File: src/rtl/game_physics.sv
// Endless-runner physics core: one jumping player, one scrolling obstacle,
// per-tick ballistic update, obstacle wrap with scoring, and collision detection.
module game_physics #(
  parameter int SCREEN_W = 160,
  parameter int PLAYER_X = 20,
  parameter int PLAYER_W = 8,
  parameter int OBS_W    = 8,
  parameter int OBS_H    = 12,
  parameter int SPEED    = 2,
  parameter int JUMP_V   = 10,
  parameter int GRAVITY  = 1
) (
  input  logic       clk,
  input  logic       resetn,
  input  logic       tick,
  input  logic       start,
  input  logic       jump,
  output logic [6:0] player_h,
  output logic [7:0] obs_x,
  output logic [7:0] score,
  output logic       running,
  output logic       endgame
);

  typedef enum logic [1:0] {IDLE, RUN, OVER} state_t;

  localparam logic [7:0] SPAWN_X = 8'(SCREEN_W - 1);

  state_t            state;
  logic signed [5:0] vel;
  logic              jump_pend;

  logic signed [5:0] vel_eff;
  logic signed [7:0] new_h;
  logic        [6:0] h_nxt;
  logic signed [5:0] vel_nxt;
  logic        [7:0] obs_nxt;
  logic        [7:0] score_nxt;
  logic              hit;

  // Next-frame values, computed every cycle and committed only on a RUN tick.
  always_comb begin
    // NOTE: every always_comb output gets a default first so no path can infer a latch.
    h_nxt     = 7'd0;
    vel_nxt   = 6'sd0;
    obs_nxt   = obs_x;
    score_nxt = score;

    // A pending jump launches only from rest on the ground.
    vel_eff = (jump_pend && player_h == 7'd0 && vel == 6'sd0) ? 6'(JUMP_V) : vel;
    new_h   = $signed({1'b0, player_h}) + $signed({{2{vel_eff[5]}}, vel_eff});
    if (new_h > 8'sd0) begin
      h_nxt   = new_h[6:0];
      vel_nxt = vel_eff - 6'(GRAVITY);
    end

    if (obs_x < 8'(SPEED)) begin
      obs_nxt   = SPAWN_X;
      score_nxt = (score == 8'hFF) ? score : score + 8'd1;
    end else begin
      obs_nxt = obs_x - 8'(SPEED);
    end

    // Horizontal overlap in 9 bits so obs_x + OBS_W cannot wrap.
    hit = ({1'b0, obs_nxt} < 9'(PLAYER_X + PLAYER_W)) &&
          (({1'b0, obs_nxt} + 9'(OBS_W)) > 9'(PLAYER_X)) &&
          (h_nxt < 7'(OBS_H));
  end

  // NOTE: sequential state uses non-blocking assignments so every register samples pre-edge values.
  always_ff @(posedge clk or negedge resetn) begin
    if (!resetn) begin
      state     <= IDLE;
      player_h  <= 7'd0;
      vel       <= 6'sd0;
      obs_x     <= SPAWN_X;
      score     <= 8'd0;
      jump_pend <= 1'b0;
      running   <= 1'b0;
      endgame   <= 1'b0;
    end else if (start) begin
      // Start from any state (re)loads a fresh round and overrides a same-cycle tick.
      state     <= RUN;
      player_h  <= 7'd0;
      vel       <= 6'sd0;
      obs_x     <= SPAWN_X;
      score     <= 8'd0;
      jump_pend <= 1'b0;
      running   <= 1'b1;
      endgame   <= 1'b0;
    end else begin
      case (state)
        RUN: begin
          if (tick) begin
            player_h  <= h_nxt;
            vel       <= vel_nxt;
            obs_x     <= obs_nxt;
            score     <= score_nxt;
            jump_pend <= 1'b0;
            if (hit) begin
              state   <= OVER;
              running <= 1'b0;
              endgame <= 1'b1;
            end
          end else if (jump) begin
            jump_pend <= 1'b1;
          end
        end
        IDLE, OVER: ;
        default: begin
          state   <= IDLE;
          running <= 1'b0;
          endgame <= 1'b0;
        end
      endcase
    end
  end

endmodule

File: config.mk
export PLATFORM = sky130hd
export DESIGN_NAME = game_physics
export DESIGN_NICKNAME = d
export VERILOG_FILES = /design/src/rtl/game_physics.sv
export SDC_FILE = /design/constraint.sdc
export NUM_CORES = 1
export LEC_CHECK = 0
export BUFFER_PORTS_ARGS = -buffer_cell sky130_fd_sc_hd__buf_4
export CAP_MARGIN = 20
export CORE_ASPECT_RATIO = 1.4
export CORE_UTILIZATION = 35
export CTS_CLUSTER_DIAMETER = 40
export DETAILED_ROUTE_END_ITERATION = 6
export PLACE_DENSITY = 0.58
export SLEW_MARGIN = 30
export SYNTH_ARGS = -nofsm -noshare
export SYNTH_HDL_FRONTEND = slang
export SYNTH_SLANG_ARGS = --single-unit
export TNS_END_PERCENT = 20
File: constraint.sdc
create_clock -name clk -period 5.9 [get_ports clk]
set_input_delay 0.59 -clock clk [delete_from_list [all_inputs] [get_ports clk]]
set_output_delay 0.59 -clock clk [all_outputs]
set_load 0.005 [all_outputs]
==> results.yml, run 1 <==
sta:
  setup-tns-final_ns: 0
  fin_crit_sh_pct: 60.1
  period_minus_slack_ns: 3.54
  finalHoldViolations: 0
  fmax_ghz: 0.282
  setup_slack_ns: 2.36
  slew_headroom_pct: 49.1
  setup_viol: 0
  worst_slew_pin_slew_ns: 0.761
  fin_worst_skew_ns: 0.0128
  rsz0062_at_grt: "no"
  slew_viol_final: 0
pwr:
  ir_drop_mv: 0.149
  p_per_area_nw_per_um2: 318
  p_leak_nw: 1.21
  finalPower_mw: 0.819
yosys:
  synth_nets: 260
  syn_inst: 244
  ys_warn_count: 0
  synth_seq_cells: 32
  ys_types: 54
  ys.flop_type: "dfrtp_1"
  async_flop_share_pct: 100
  ys_seq_area_share_pct: 36.5
  syn_avg_cell_area_um2: 9.07
  synth_edf_count: 0
  synth_area_um2: 2210
critical_path:
  cp_slowest_cell: "or4_1"
  worstPathRequired_ns: 6.08
  reg2reg_depth: 11
  criticalPathCategory: "reg -> reg"
  r2r_end: "player_h[4]$_DFFE_PN0P_"
  worstSetupStartpointType: "flip-flop"
  crit_fanout: 11
  crit_arrival_ns: 3.73
  reg2reg_from: "vel[2]$_DFFE_PN0P_"
  cp-end-kind: "flip-flop"
  cp_cell_sequence: "or4_1 -> nor3_1 -> nand3_1 -> nand2b_1 -> ha_1 -> a221o_1 -> a21o_1 -> a211o_1 -> and3_1 -> and3_1 -> a211o_1"
  r2r_slack_ns: 2.36
  critPathMaxStageDelay_ns: 0.56
floorplanning:
  die_h_um: 96.1
  rows: 33
  core_um2: 5990
  die_w_um: 69.2
  die_area_um2: 6650
  initial_core_util_pct: 37.0
  ios: 30
route:
  antenna_left: 0
  via_per_inst: 5.55
  vias: 1871
  firstDrtPassIters: 4
  drt-initial-drc-count: 120
  drcViolationCount: 0
  post_drt_wl_per_cell_um: 15.3
  wirelength_mm: 5.15
grt:
  antenna_found_initial: 0
  grt_pass1_vias: 1790
  grt-ovfl-total: 0
  grt_pass1_wl_mm: 8.76
  grt_max_degree: 33
  track_usage_pct: 16.8
clocking:
  post-cts-setup-buffers: 0
  worstSkewPairLatency_ns: 0.29
  cts_hold_buf: 0
  clock-sinks: 32
  clock_path_buffers: 2
  clk_pin_slew_ns: 0.08
  cts_buffers: 5
  clockRootBuffer: "clkbuf_8"
  cts_max_level: 2
  cts_resized: 0
  cts_tree: "done"
placed_design:
  post-dp-hpwl_mm: 3.70
  io_buffers: 29
  routabilityCongestion: 0.823
  pre_cts_slack_ns: 2.36
finish:
  fin_util_pct: 43.1
  drive_gt1_share_pct: 21.0
  nets: 282
  diodes: 0
  syn2layout_area_growth_pct: 16.4
status:
  outcome: "finished clean"
run:
  maxCapViolCount: 0
hold_path:
  hold_path.class: "in -> async"
cells in the mapped netlist, drive strengths merged (5+ instances only):
library cell,instances,share of area (%)
o21ai,13,2.9
clkbuf,10,1.7
inv,14,2.4
a21oi,9,2.0
nand2,18,3.1
nand3,10,2.3
xnor2,9,3.9
nor3,11,2.5
buf,5,1.7
xor2,10,4.0
dfrtp,26,29
ha,10,5.7
nand4,5,1.4
and3,5,1.4
a21o,6,2.0
dfstp,6,7.1
a211o,5,2.0
nor2,18,3.1
per-stage QoR:
stage / hold slack, ns / cells / instance area (um^2)
after floorplan: 0.294 / 244 / 2210
after global placement: 0.497 / 329 / 2450
after detailed placement: 0.510 / 329 / 2450
after CTS: 0.242 / 337 / 2580
after global routing: 0.254 / 337 / 2580
final: 0.226 / 337 / 2580
where the power goes:
part / internal (mW) / switching (mW)
clock network: 0.149 / 0.0879
registers: 0.245 / 0.0513
logic: 0.131 / 0.154
total: 0.525 / 0.294
registers in the layout, indices dropped and copies added, names as in the netlist:
register / count
state: 1
jump_pend: 1
obs_x: 8
player_h: 7
endgame: 1
score: 8
vel: 6
routing by layer:
| layer | global-route usage (%) | wire [um] | up-vias |
|---|---|---|---|
| li1 | - | - | 917 |
| met1 | 19.8 | 2220 | 897 |
| met2 | 30.5 | 2640 | 42 |
| met3 | 2.93 | 149 | 15 |
| met4 | 6.46 | 139 | 0 |
| met5 | 0 | 0 | - |
worst max-delay path: cells and delay by family (launching register included):
family	cells	cell delay (ns)
DFF	1	0.53
AOI/OAI and AO/OA	4	1.08
adders and majority gates	1	0.27
and+or+nand+nor	6	1.57
cell families (layout without fill, tap and decap cells):
kind of cell    count (synthesis)  after routing  share of synthesized area [%]
mux                             1              1                          0.509
compound gates                 58             58                           19.3
flops                          32             32                           36.5
xor+xnor                       19             19                           7.86
simple gates                   91             91                           22.2
buf+inv                        29             52                           5.77
fa+ha+maj                      14             14                           7.91
cell type report:
| cell class | count | area, um^2 |
|---|---|---|
| clock buffers | 7 | 96.3 |
| clock inverters | 1 | 30.0 |
| multi-input cells | 183 | 1280 |
| repair buffers | 30 | 225 |
| flip-flops and latches | 32 | 808 |
| inverters | 14 | 52.6 |
| fillers | 581 | 3410 |
| well taps | 70 | 87.6 |
worst max-delay path by stage:
stage	end	slack [ns]	from
floorplan	player_h[4]$_DFFE_PN0P_	2.57	vel[2]$_DFFE_PN0P_
global route	vel[2]$_DFFE_PN0P_	2.04	vel[2]$_DFFE_PN0P_
CTS	player_h[4]$_DFFE_PN0P_	2.36	vel[2]$_DFFE_PN0P_
detailed placement	player_h[4]$_DFFE_PN0P_	2.36	vel[2]$_DFFE_PN0P_
finish	player_h[4]$_DFFE_PN0P_	2.36	vel[2]$_DFFE_PN0P_
global placement	player_h[4]$_DFFE_PN0P_	2.47	vel[2]$_DFFE_PN0P_
placed cells by master, fill, tap and decap left out, types with 3 or more instances in the layout:
cell type	instances
nand4_1	5
a21oi_1	9
nor2_1	18
and3_1	5
dfstp_2	6
a31oi_1	3
nor3_1	11
a211o_1	5
xnor2_1	8
maj3_1	3
nand3_1	10
nand2_1	18
ha_1	10
dfrtp_1	26
nand2b_1	4
xor2_1	10
a21o_1	6
o21ai_0	13
a22o_2	4
buf_4	30
inv_1	14
clkbuf_8	7
No activity file was read; power rests on OpenSTA's default activity.
==> inputs of run 2 (changes only) <==
--- a/config.mk
+++ b/config.mk
@@ -5,13 +5,14 @@
 export SDC_FILE = /design/constraint.sdc
 export NUM_CORES = 1
 export LEC_CHECK = 0
+export ABC_AREA = 1
 export BUFFER_PORTS_ARGS = -buffer_cell sky130_fd_sc_hd__buf_4
 export CAP_MARGIN = 20
 export CORE_ASPECT_RATIO = 1.4
 export CORE_UTILIZATION = 35
 export CTS_CLUSTER_DIAMETER = 40
 export DETAILED_ROUTE_END_ITERATION = 6
-export PLACE_DENSITY = 0.58
+export PLACE_DENSITY = 0.6
 export SLEW_MARGIN = 30
 export SYNTH_ARGS = -nofsm -noshare
 export SYNTH_HDL_FRONTEND = slang
==> constraint.sdc (replaced) <==
create_clock -name clk -period 3.2 [get_ports clk]
set_input_delay 0.32 -clock clk [delete_from_list [all_inputs] [get_ports clk]]
set_output_delay 0.32 -clock clk [all_outputs]
set_load 0.005 [all_outputs]
==> results.yml, run 2 <==
pwr:
  ir_drop_mv: 0.343
  p_per_area_nw_per_um2: 812
  p_leak_nw: 1.43
  finalPower_mw: 2.20
critical_path:
  r2r_end: "vel[3]$_DFFE_PN0P_"
  critPathMaxStageDelay_ns: 0.48
  worstPathRequired_ns: 3.38
  cp_slowest_cell: "dfrtp_1"
  criticalPathCategory: "reg -> reg"
  cp_top_family: "simple AND/OR/NAND/NOR gates"
  worstSetupStartpointType: "flip-flop"
  crit_arrival_ns: 2.81
  critPathLaunch: "vel[2]$_DFFE_PN0P_"
  cp-end-kind: "flip-flop"
  reg2reg_from: "vel[2]$_DFFE_PN0P_"
  cp-endpoint: "vel[3]$_DFFE_PN0P_"
  crit_fanout: 6
  r2r_slack_ns: 0.57
  critPathBufInv: 3
  cp_cell_sequence: "inv_2 -> nand2_1 -> inv_1 -> nand3_1 -> nor2_1 -> nand2_1 -> nand2_1 -> fa_1 -> nor2_1 -> nand3_1 -> nor2_1 -> nand2_1 -> nor2_1 -> nand2_2 -> nand3_4 -> inv_6 -> nand2_2 -> o21ai_2"
  reg2reg_depth: 18
  cp_num_cells: 18
clocking:
  cts_resized: 0
  clock-sinks: 32
  cts_tree: "done"
  cts_max_level: 2
  clk_pin_slew_ns: 0.08
  cts_buffers: 5
  clockRootBuffer: "clkbuf_8"
  post-cts-setup-buffers: 0
  worstSkewPairLatency_ns: 0.29
  clock_path_buffers: 2
route:
  antenna_left: 0
  via_per_inst: 4.91
  vias: 2053
  drt-initial-drc-count: 67
  drcViolationCount: 0
  wirelength_mm: 5.44
  post_drt_wl_per_cell_um: 13.0
  firstDrtPassIters: 4
finish:
  regArea_um2: 808
  nets: 361
  fillers: 647
  syn2layout_area_growth_pct: 18.9
  final_common_cell: "nand2_1"
  drive_gt1_share_pct: 22.8
  multi_input_area_um2: 1220
  top_regs: "obs_x x8, score x8, player_h x7"
  diodes: 0
  layout_common_cells: "nand2_1 (74), inv_1 (54), buf_4 (30), nand3_1 (28)"
sta:
  fin_crit_sh_pct: 82.1
  fmax_ghz: 0.381
  slew_headroom_pct: 71.7
  worst_slew_pin_slew_ns: 0.425
  setup-tns-final_ns: 0
  setup_slack_ns: 0.572
  period_minus_slack_ns: 2.63
  fin_worst_skew_ns: 0.00979
  finalHoldViolations: 0
  setup_viol: 0
  rsz0062_at_grt: "no"
  slew_viol_final: 0
yosys:
  synth_edf_count: 0
  synth_top_area_cell: "dfrtp_1"
  synth_area_um2: 2280
  syn_inst: 312
  synth_nets: 328
  synth_seq_cells: 32
  syn_avg_cell_area_um2: 7.31
  synth_top_family_by_area: "simple AND/OR/NAND/NOR gates"
  synth_xor_area_share_pct: 2.69
  synth_adder_area_share_pct: 6.36
  synth_most_common_cell: "nand2_1"
  async_flop_share_pct: 100
  synth_compound_area_share_pct: 10.6
  muxShareOfSynthArea_pct: 0
  synth_top_area_share_pct: 28.5
  synthTopCellsByArea: "dfrtp_1 (29%), nand2_1 (12%), inv_1 (8.9%), dfstp_2 (6.9%), nand3_1 (6.1%)"
  ys_seq_area_share_pct: 35.4
  yosys.area_share.simple_pct: 33.9
  ys_warn_count: 0
  ys.flop_type: "dfrtp_1"
  synth_common_cells: "nand2_1 (74), inv_1 (54), nand3_1 (28), dfrtp_1 (26), nor2_1 (26)"
  ys_types: 39
grt:
  grt_max_degree: 33
  grt_pass1_wl_mm: 9.52
  grt-ovfl-total: 0
  grt_pass1_vias: 2099
  track_usage_pct: 17.3
  antenna_found_initial: 0
placed_design:
  routabilityCongestion: 0.932
  pre_cts_slack_ns: 0.602
  post-dp-hpwl_mm: 4.20
  io_buffers: 29
floorplanning:
  rows: 34
  die_h_um: 97.5
  ios: 30
  die_w_um: 70.2
  initial_core_util_pct: 36.5
  core_um2: 6250
  die_area_um2: 6850
hold_path:
  hold_path.class: "in -> reg"
status:
  outcome: "finished clean"
run:
  maxCapViolCount: 0
## run 2: logic make-up (layout without fill, tap and decap cells)
group                    count (synthesis)  after routing
AND/OR/NAND/NOR                        161            161
buffers and inverters                   65             99
AO/OA/AOI/OAI                           36             36
flip-flops                              32             32
adder cells (fa/ha/maj)                 11             11
XOR/XNOR                                 7              7
## run 2: per-stage QoR
step                      cells  cell area, um^2  hold slack (ns)  utilization [%]
final                       418             2710            0.260             43.4
after CTS                   418             2710            0.259             43.4
after floorplan             312             2280           0.0244                -
after global routing        418             2710            0.272             43.4
after detailed placement    409             2570            0.296             41.2
after global placement      409             2570            0.294             41.2
## run 2: final cells by class
| cell class | count | share of cell area (%) |
|---|---|---|
| clock buffer | 7 | 3.55 |
| clock inverter | 1 | 1.11 |
| inverter | 60 | 8.49 |
| multi-input combinational | 215 | 45.0 |
| sequential | 32 | 29.8 |
| tap | 72 | 3.32 |
| timing repair buffer | 31 | 8.68 |
## run 2: worst min-delay path by stage
| stage | from | to | slack, ns | depth (start not counted) |
|---|---|---|---|---|
| after CTS | start | score[2]$_DFFE_PN0P_ | 0.26 | 2 |
| after global routing | start | score[2]$_DFFE_PN0P_ | 0.27 | 2 |
| after detailed placement | resetn | score[5]$_DFFE_PN0P_ | 0.30 | 1 |
| final | start | score[2]$_DFFE_PN0P_ | 0.26 | 2 |
| after global placement | resetn | score[4]$_DFFE_PN0P_ | 0.29 | 1 |
| after floorplan | resetn | endgame$_DFFE_PN0P_ | 0.02 | 0 |
## run 2: timing repair
item,CTS,global route
hold buffers,1,0
endpoints found under the hold margin,26,0
setup endpoints to repair,0,0
## run 2: power by group
| group | total, mW | switching [mW] | internal [mW] | leakage [nW] |
|---|---|---|---|---|
| clock network | 0.439 | 0.164 | 0.275 | 0.0645 |
| logic | 1.15 | 0.718 | 0.432 | 0.959 |
| registers | 0.612 | 0.0995 | 0.512 | 0.412 |
## run 2: per-layer routing
metal  up-vias  GRT usage [%]  share of wire (%)
li1       1047              -                  -
met1       961           20.4                 43
met2        36           30.3                 51
met3         9           2.18                2.5
met4         0           8.46                2.9
met5         -              0                  0
==> inputs of run 3 (changes only) <==
==> constraint.sdc (replaced) <==
create_clock -name clk -period 2.4 [get_ports clk]
set_input_delay 0.24 -clock clk [delete_from_list [all_inputs] [get_ports clk]]
set_output_delay 0.24 -clock clk [all_outputs]
set_load 0.005 [all_outputs]
==> results.yml, run 3 (synthesis results as in run 2) <==
clocking:
  cts_max_level: 2
  clockRootBuffer: "clkbuf_8"
  cts_tree: "done"
  clk_pin_slew_ns: 0.07
  worstSkewPairLatency_ns: 0.29
  cts_buffers: 5
  clock-sinks: 32
  clock_path_buffers: 2
sta:
  rsz0062_at_grt: "yes"
  fin_crit_sh_pct: 98.1
  fin_worst_skew_ns: 0.00982
  period_minus_slack_ns: 2.36
  fmax_ghz: 0.425
  slew_viol_final: 0
  finalHoldViolations: 0
  setup_slack_ns: 0.0445
  slew_headroom_pct: 71.2
  worst_slew_pin_slew_ns: 0.432
  setup_viol: 0
finish:
  postLayoutCellArea_um2: 3020
  final_common_cell: "nand2_1"
  syn2layout_area_growth_pct: 32.2
  fin_util_pct: 48.2
  instances_no_fill: 450
  layout_common_cells: "nand2_1 (67), buf_4 (61), inv_1 (49), dfrtp_1 (26), nand3_1 (23)"
  fillers: 604
  drive_gt1_share_pct: 36.2
  nets: 393
  diodes: 0
  top_regs: "obs_x x8, score x8, player_h x7"
route:
  wirelength_mm: 5.74
  drcViolationCount: 0
  drt-initial-drc-count: 59
  antenna_left: 0
  firstDrtPassIters: 4
  post_drt_wl_per_cell_um: 12.8
  vias: 2168
  via_per_inst: 4.82
grt:
  use_met1_pct: 20.5
  track_usage_pct: 17.8
  grt-ovfl-total: 0
  grt_pass1_vias: 2120
  antenna_found_initial: 0
  grt_max_degree: 33
  top_usage_layer: "met2"
  grt_pass1_wl_mm: 9.71
  gr-usage-met2_pct: 32.3
  use_met3_pct: 2.59
floorplanning:
  initial_core_util_pct: 36.5
  core_um2: 6250
  ios: 30
  rows: 34
  die_w_um: 70.2
  die_h_um: 97.5
  die_area_um2: 6850
pwr:
  p_per_area_nw_per_um2: 1080
  finalPower_mw: 3.25
  ir_drop_mv: 0.532
  p_leak_nw: 1.58
critical_path:
  crit_fanout: 4
  crit_arrival_ns: 2.53
  cp-endpoint: "state[0]$_DFFE_PN0P_"
  criticalPathCategory: "reg -> reg"
  worstPathRequired_ns: 2.57
  cp-end-kind: "flip-flop"
  r2r_end: "state[0]$_DFFE_PN0P_"
  worstSetupStartpointType: "flip-flop"
  reg2reg_from: "obs_x[2]$_DFFE_PN1P_"
  r2r_slack_ns: 0.04
  reg2reg_depth: 16
  critPathLaunch: "obs_x[2]$_DFFE_PN1P_"
placed_design:
  io_buffers: 29
  routabilityCongestion: 0.894
  pre_cts_slack_ns: -0.103
  dpl_cell_area_um2: 2790
  place_inst: 437
  post-dp-hpwl_mm: 4.42
status:
  outcome: "finished clean"
run:
  maxCapViolCount: 0
hold_path:
  hold_path.class: "in -> reg"
-- run 3: worst min path at each step --
stage | startpoint | end | slack [ns] | cells past startpoint
after detailed placement | resetn | score[4]$_DFFE_PN0P_ | 0.21 | 1
after CTS | start | score[3]$_DFFE_PN0P_ | 0.18 | 2
after global placement | resetn | score[4]$_DFFE_PN0P_ | 0.21 | 1
after floorplan | resetn | endgame$_DFFE_PN0P_ | -0.06 | 0
after global routing | start | score[3]$_DFFE_PN0P_ | 0.19 | 2
final | start | score[3]$_DFFE_PN0P_ | 0.19 | 2
-- run 3: where the power goes --
| group | switching (mW) | internal (mW) | leakage, nW | total [mW] |
|---|---|---|---|---|
| clock network | 0.216 | 0.229 | 0.0510 | 0.445 |
| logic | 1.16 | 0.887 | 1.11 | 2.04 |
| registers | 0.0785 | 0.683 | 0.412 | 0.762 |
-- run 3: layer usage --
layer	routed length, um	vias to the layer above
li1	-	1119
met1	2420	999
met3	129	12
met4	127	0
met2	3060	38
met5	0	-
-- run 3: worst max-delay path: stages (launching register included) --
cell and delay [ns]:
dfstp_2 0.57, inv_2 0.05, ha_4 0.16, xor2_1 0.16, nor2_2 0.14, inv_1 0.07, ha_1 0.28, nand3_2 0.07
nor2_1 0.05, o21bai_1 0.15, nand2_1 0.07, nor2_1 0.13, nand2_1 0.07, nor2_2 0.10, nand2_1 0.06, nand2_1 0.07
nand2_1 0.04
-- run 3: layout make-up --
class	instances	area, um^2	share of cell area [%]
Clock buffer	6	82.6	2.74
Clock inverter	2	10.0	0.332
Inverter	60	230	7.63
Multi-Input combinational cell	215	1320	43.6
Sequential cell	32	808	26.8
Tap cell	72	90.1	2.99
Timing Repair Buffer	63	479	15.9
-- run 3: through the flow --
| stage | setup TNS (ns) | hold WS, ns |
|---|---|---|
| after floorplan | 0 | -0.0556 |
| after global placement | -0.0656 | 0.211 |
| after detailed placement | -0.125 | 0.209 |
| after CTS | 0 | 0.182 |
| after global routing | -1.17 | 0.188 |
| final | 0 | 0.190 |
-- run 3: repair_timing --
| action | 4_1_cts | 5_1_grt |
|---|---|---|
| hold endpoints to repair | 26 | 0 |
| pin swaps | 5 | 21 |
| buffers inserted | 3 | 1 |
| cloned | 0 | 0 |
| gates resized for setup | 3 | 26 |
| setup endpoints to repair | 6 | 13 |
| hold buffers | 1 | 0 |
